### src/rtl/detect_window_counter.sv
// Counts one-cycle detection pulses over a programmable window, latches the
// saturated result with overflow/alarm flags and holds it on a valid/ack
// handshake until the consumer takes it. Windows repeat while enable is high.
module detect_window_counter #(
    parameter int unsigned CNT_W = 8,
    parameter int unsigned WIN_W = 16
) (
    input  logic             clock,
    input  logic             reset,
    input  logic             detector_in,
    input  logic             enable,
    input  logic [WIN_W-1:0] window_len,
    input  logic [CNT_W-1:0] threshold,
    input  logic             result_ack,
    output logic [CNT_W-1:0] count_out,
    output logic             count_valid,
    output logic             overflow,
    output logic             alarm,
    output logic             missed,
    output logic             window_busy
);

    typedef enum logic [1:0] {
        StIdle,
        StCount,
        StReport
    } state_e;

    localparam logic [CNT_W-1:0] CntMax  = '1;
    localparam logic [CNT_W-1:0] CntOne  = CNT_W'(1);
    localparam logic [WIN_W-1:0] TimeOne = WIN_W'(1);

    state_e           state_q, state_d;
    logic [WIN_W-1:0] timer_q, timer_d;
    logic [CNT_W-1:0] cnt_q, cnt_d;
    logic             sat_q, sat_d;
    logic [CNT_W-1:0] thr_q, thr_d;
    logic [CNT_W-1:0] count_out_q, count_out_d;
    logic             count_valid_q, count_valid_d;
    logic             overflow_q, overflow_d;
    logic             alarm_q, alarm_d;
    logic             missed_q, missed_d;
    logic             busy_q, busy_d;

    logic [WIN_W-1:0] win_len_eff;
    logic [CNT_W-1:0] cnt_next;
    logic             sat_next;

    // Next-state logic: window start, per-cycle counting, result latch and handshake.
    always_comb begin
        state_d       = state_q;
        timer_d       = timer_q;
        cnt_d         = cnt_q;
        sat_d         = sat_q;
        thr_d         = thr_q;
        count_out_d   = count_out_q;
        count_valid_d = count_valid_q;
        overflow_d    = overflow_q;
        alarm_d       = alarm_q;
        missed_d      = missed_q;

        // A zero-length window runs for one cycle.
        win_len_eff = (window_len == '0) ? TimeOne : window_len;

        // Count including this cycle's detection, saturating; an increment
        // attempted at the maximum is what marks saturation.
        cnt_next = cnt_q;
        sat_next = sat_q;
        if (detector_in) begin
            if (cnt_q == CntMax) begin
                sat_next = 1'b1;
            end else begin
                cnt_next = cnt_q + CntOne;
            end
        end

        unique case (state_q)
            StIdle: begin
                if (enable) begin
                    timer_d = win_len_eff;
                    cnt_d   = '0;
                    sat_d   = 1'b0;
                    thr_d   = threshold;
                    state_d = StCount;
                end
            end
            StCount: begin
                if (!enable) begin
                    // Abort: partial count is dropped, previous result is kept.
                    state_d = StIdle;
                end else if (timer_q == TimeOne) begin
                    cnt_d         = cnt_next;
                    sat_d         = sat_next;
                    count_out_d   = cnt_next;
                    overflow_d    = sat_next;
                    alarm_d       = (thr_q != '0) && (cnt_next >= thr_q);
                    count_valid_d = 1'b1;
                    missed_d      = 1'b0;
                    state_d       = StReport;
                end else begin
                    cnt_d   = cnt_next;
                    sat_d   = sat_next;
                    timer_d = timer_q - TimeOne;
                end
            end
            StReport: begin
                if (detector_in) begin
                    missed_d = 1'b1;
                end
                if (result_ack) begin
                    count_valid_d = 1'b0;
                    if (enable) begin
                        timer_d = win_len_eff;
                        cnt_d   = '0;
                        sat_d   = 1'b0;
                        thr_d   = threshold;
                        state_d = StCount;
                    end else begin
                        state_d = StIdle;
                    end
                end
            end
            default: begin
                state_d = StIdle;
            end
        endcase

        busy_d = (state_d == StCount);
    end

    // State and output registers with synchronous active-high reset.
    always_ff @(posedge clock) begin
        if (reset) begin
            state_q       <= StIdle;
            timer_q       <= '0;
            cnt_q         <= '0;
            sat_q         <= 1'b0;
            thr_q         <= '0;
            count_out_q   <= '0;
            count_valid_q <= 1'b0;
            overflow_q    <= 1'b0;
            alarm_q       <= 1'b0;
            missed_q      <= 1'b0;
            busy_q        <= 1'b0;
        end else begin
            state_q       <= state_d;
            timer_q       <= timer_d;
            cnt_q         <= cnt_d;
            sat_q         <= sat_d;
            thr_q         <= thr_d;
            count_out_q   <= count_out_d;
            count_valid_q <= count_valid_d;
            overflow_q    <= overflow_d;
            alarm_q       <= alarm_d;
            missed_q      <= missed_d;
            busy_q        <= busy_d;
        end
    end

    assign count_out   = count_out_q;
    assign count_valid = count_valid_q;
    assign overflow    = overflow_q;
    assign alarm       = alarm_q;
    assign missed      = missed_q;
    assign window_busy = busy_q;

endmodule

### config.mk
export PLATFORM = sky130hd
export DESIGN_NAME = detect_window_counter
export DESIGN_NICKNAME = d
export VERILOG_FILES = /design/src/rtl/detect_window_counter.sv
export SDC_FILE = /design/constraint.sdc
export NUM_CORES = 1
export LEC_CHECK = 0
export ABC_AREA = 0
export CAP_MARGIN = 15
export CORE_MARGIN = 2
export CORE_UTILIZATION = 45
export CTS_BUF_LIST = sky130_fd_sc_hd__clkbuf_4
export CTS_CLUSTER_DIAMETER = 100
export CTS_CLUSTER_SIZE = 20
export DETAILED_ROUTE_END_ITERATION = 10
export PLACE_DENSITY = 0.77
export SLEW_MARGIN = 40
export SYNTH_ARGS = -nofsm -noshare
export SYNTH_HDL_FRONTEND = slang
export SYNTH_SLANG_ARGS = --single-unit
export TNS_END_PERCENT = 20
### constraint.sdc
create_clock -name clock -period 3.5 [get_ports clock]
set_input_delay 0.525 -clock clock [delete_from_list [all_inputs] [get_ports clock]]
set_output_delay 0.525 -clock clock [all_outputs]
set_load 0.02 [all_outputs]
==> metrics.md <==
| Metric | Value |
|---|---|
| F_max | approximately 0.36 GHz |
| Syn Area/Cell | about 8 um^2 |
| Chip height | between 80 and 90 um |
| Register bit count reported by yosys | 48 |
| Starting Density | about 46% |
| Largest net degree at the start of global routing | 52 |
| DIE AREA | around 6700 um^2 |
| H-tree level count | 2 |
| Slew HR | 60.2% |
| Static Leakage | roughly 1.2 nW |
| MaxCap Viol Count | 0 |
| Max Fanout on Critical Path | 6 |
| Int Pwr | around 0.00089 W |
| Setup Buffers After CTS | 0 |
| Power per Cell Area | roughly 370 nW/um^2 |
| Number of global-route vias before repair | around 2500 |
| Clock Power Share | 33.9% |
| DRC | 0 |
| Area grow syn2layout | 20.1% |
| Antenna-violating nets left | 0 |
| Final setup vio count | 0 |
| Clk_lat worst skew | between 0.3 and 0.4 ns |
| Arrival time at the worst endpoint | about 3 ns |
| Unrepaired setup endpoints after global routing | false |
| Yosys Warn Count | 0 |
| Post-synthesis mux area share | around 1.2% |
| Slew @ Worst Pin | between 0.5 and 0.6 ns |
| Number of diodes | 0 |
| TritonCTS Buffers | 5 |
| 1st-iter DRT viols | between 200 and 300 |
| CTS max path bufs | 2 |
| Gr ovfl total | 0 |
| Worst hold path class | reg2reg |
| Post-DP HPWL | 4.86 mm |
| Sequential-to-total area share from yosys stat | 35.1% |
| Synth Net Count | roughly 390 |
| Most common cell after layout, fill and taps aside | nand2_1 |
| Layout cell share with drive strength beyond 1 | a little over 8% |
| CP startpoint kind | flop |
| Via/cell ratio | 5.82 |
| First-pass GRT wire length | between 10 and 15 mm |
| Fin nets | 421 |
| Fin cells | about 460 |
| Wire per inst | 15.1 um |
| Post-route cell area | ~3300 um^2 |
| Post-synthesis async set-or-reset flop share | 0% |
| Fill cells | ~560 |
| Complex-gate fraction of the synthesized area | between 20% and 30% |
| Most frequent cells in the layout | nand2_1, dfxtp_1, clkdlybuf4s50_1, a21oi_1, nor2_1 |
| Synthesized instance count | approximately 350 |
| RePlAce Congestion | about 0.89 |
| Required time of the critical path | between 3 and 4 ns |
| Kind of critical path | reg2reg |
| Mapped cell area | approximately 2700 um^2 |
| Switch share | roughly 28% |
| Std cell rows | 28 |
| Setup TNS | 0 ns |
| CTS tree | built |
| Worst r2r src | cnt_q[0]$_SDFFE_PP0P_ |
| Via count of the routed design | about 2700 |
| Main flop type after synthesis | dfxtp_1 |
| Post-synthesis cell type count | just under 60 |
| Worst setup EP type | flop |
| Post-synthesis share of cell area spent on full adders, half adders and majority gates | a little over 5% |
| # IOs | 42 |
| First-pass iteration count of the detailed router | 4 |
| Initial antenna violation count | 0 |
| Fin crit share | 79.5% |
| Reg power frac | about half |
| Final hold violation count | 0 |
| Switching Power | between 0.0003 and 0.0004 W |
| Synth Area in XOR/XNOR | less than 1% |
| Register area | slightly below 1000 um^2 |
| Clk root buf | clkbuf_4 |
| Combinational power share | ~18% |
| Worst Setup SP | cnt_q[0]$_SDFFE_PP0P_ |
| CTS clk-pin slew, worst paths | around 0.15 ns |
| GRT Util Overall | a little over a fifth |
| Hold Buf Count CTS | 0 |
| Peak supply drop | approximately 0.18 mV |
| Core area | 5890 um^2 |
| Multi-input gate area | approximately 1600 um^2 |
| Number of synthesized flops with an enable pin | 0 |
| Minimum clock period | about 2.8 ns |
| Largest family of logic cells by synthesized area | simple AND/OR/NAND/NOR gates |
| Min-Delay Startpoint | count_out[7]$_SDFFE_PP0P_ |
| Port Buf Inserts | 41 |
| Final max-slew violation count | 0 |
| DP Area | 3180 um^2 |
| Post-CTS Resized | 0 |
| Status | finished clean |
| Sink Count | 48 |
| Die width | ~80 um |
| Fin Clk Skew | 0.0169 ns |
| Cell count after placement | 449 |
| Final WL | slightly below 7 mm |
| Simple-gate share of the synthesized area | 28.3% |
through the flow:
step | hold slack, ns | utilization, % | total power (W) | setup slack [ns]
detailed placement | 0.453 | 54.0 | 0.000820 | 0.722
global route | 0.490 | 55.8 | 0.00128 | 0.433
CTS | 0.473 | 55.8 | 0.00124 | 0.741
finish | 0.469 | 55.8 | 0.00123 | 0.718
global placement | 0.447 | 53.9 | 0.000815 | 0.763
floorplan | 0.444 | - | 0.000745 | 1.20
cell usage after synthesis, types with 2 or more instances:
| cell type | instances | share of area [%] |
|---|---|---|
| inv_1 | 12 | 1.6 |
| nor4_1 | 4 | 0.92 |
| nor2b_1 | 4 | 0.92 |
| nor2_1 | 31 | 4.3 |
| o21ai_1 | 8 | 1.5 |
| buf_2 | 2 | 0.37 |
| mux2_2 | 3 | 1.2 |
| a22oi_1 | 7 | 1.9 |
| or4_1 | 6 | 1.6 |
| o21a_1 | 5 | 1.4 |
| a31oi_1 | 4 | 0.92 |
| and3_1 | 2 | 0.46 |
| nand2_1 | 55 | 7.6 |
| and3b_1 | 2 | 0.64 |
| a21oi_1 | 37 | 6.8 |
| ha_1 | 11 | 5.0 |
| nand4_1 | 3 | 0.69 |
| dfxtp_1 | 48 | 35 |
| a21o_1 | 3 | 0.82 |
| o41ai_1 | 2 | 0.64 |
| a211oi_1 | 6 | 1.6 |
| a311oi_1 | 2 | 0.64 |
| and4_1 | 2 | 0.64 |
| o21ai_0 | 12 | 2.2 |
| nor3_1 | 10 | 1.8 |
| a41oi_1 | 2 | 0.64 |
| buf_4 | 2 | 0.55 |
| buf_6 | 2 | 0.82 |
| nand3_1 | 13 | 2.4 |
| xnor2_1 | 2 | 0.64 |
| clkbuf_1 | 15 | 2.1 |
| nand2b_1 | 3 | 0.69 |
| o31ai_1 | 3 | 0.82 |
| nor4_4 | 2 | 1.6 |
state kept, by name, summed over array words and instances, names as in the netlist:
name	flops
timer_q	16
alarm	1
count_valid	1
thr_q	8
state_q	2
window_busy	1
sat_q	1
count_out	8
cnt_q	8
missed	1
overflow	1
critical path, stage by stage, from the launching register on:
cell	delay, ns
dfxtp_1	0.48
ha_1	0.30
nand3_1	0.17
o21ai_0	0.36
nor2_1	0.12
xnor2_1	0.29
inv_1	0.09
ha_1	0.30
a21oi_1	0.15
o21ai_0	0.10
a211oi_1	0.24
nor3_1	0.07
per-layer routing:
| metal | track usage (%) | wire length [um] | up-vias | share of wire, % |
|---|---|---|---|---|
| met5 | 0 | 0 | - | 0 |
| met4 | 6.17 | 89 | 0 | 1.3 |
| met3 | 3.41 | 403 | 8 | 5.9 |
| met2 | 35.7 | 3220 | 82 | 47 |
| met1 | 29.4 | 3170 | 1245 | 46 |
| li1 | - | - | 1324 | - |
cells by family after synthesis:
kind of cell	Yosys count
adder cells (fa/ha/maj)	11
XOR/XNOR	2
AND/OR/NAND/NOR	149
flip-flops	48
AO/OA/AOI/OAI	103
multiplexers	3
buffers and inverters	33
final cells by class:
cell class              instances  share of cell area, %
clock buffers                   5                   1.14
repair buffers                 46                   13.6
clock inverters                 3                   2.10
inverters                      12                   1.37
flip-flops and latches         48                   29.3
well taps                      75                   2.86
multi-input cells             268                   49.6
worst paths after layout:
check | end | slack (ns) | cells after the start
max reg2reg | alarm$_SDFFE_PP0P_ | 0.72 | 11
min | count_out[7]$_SDFFE_PP0P_ | 0.47 | 2
min reg2reg | count_out[7]$_SDFFE_PP0P_ | 0.47 | 2
max | alarm$_SDFFE_PP0P_ | 0.72 | 11
power by group through the flow:
stage          Clock [W]  Combinational, W  Sequential [W]
2_1_floorplan          0          0.000146        0.000599
3_3_place_gp           0          0.000213        0.000602
3_5_place_dp           0          0.000216        0.000605
4_1_cts         0.000425          0.000218        0.000593
5_1_grt         0.000441          0.000244        0.000596
6_report        0.000418          0.000219        0.000594
Power figures use the tool's default switching activity.
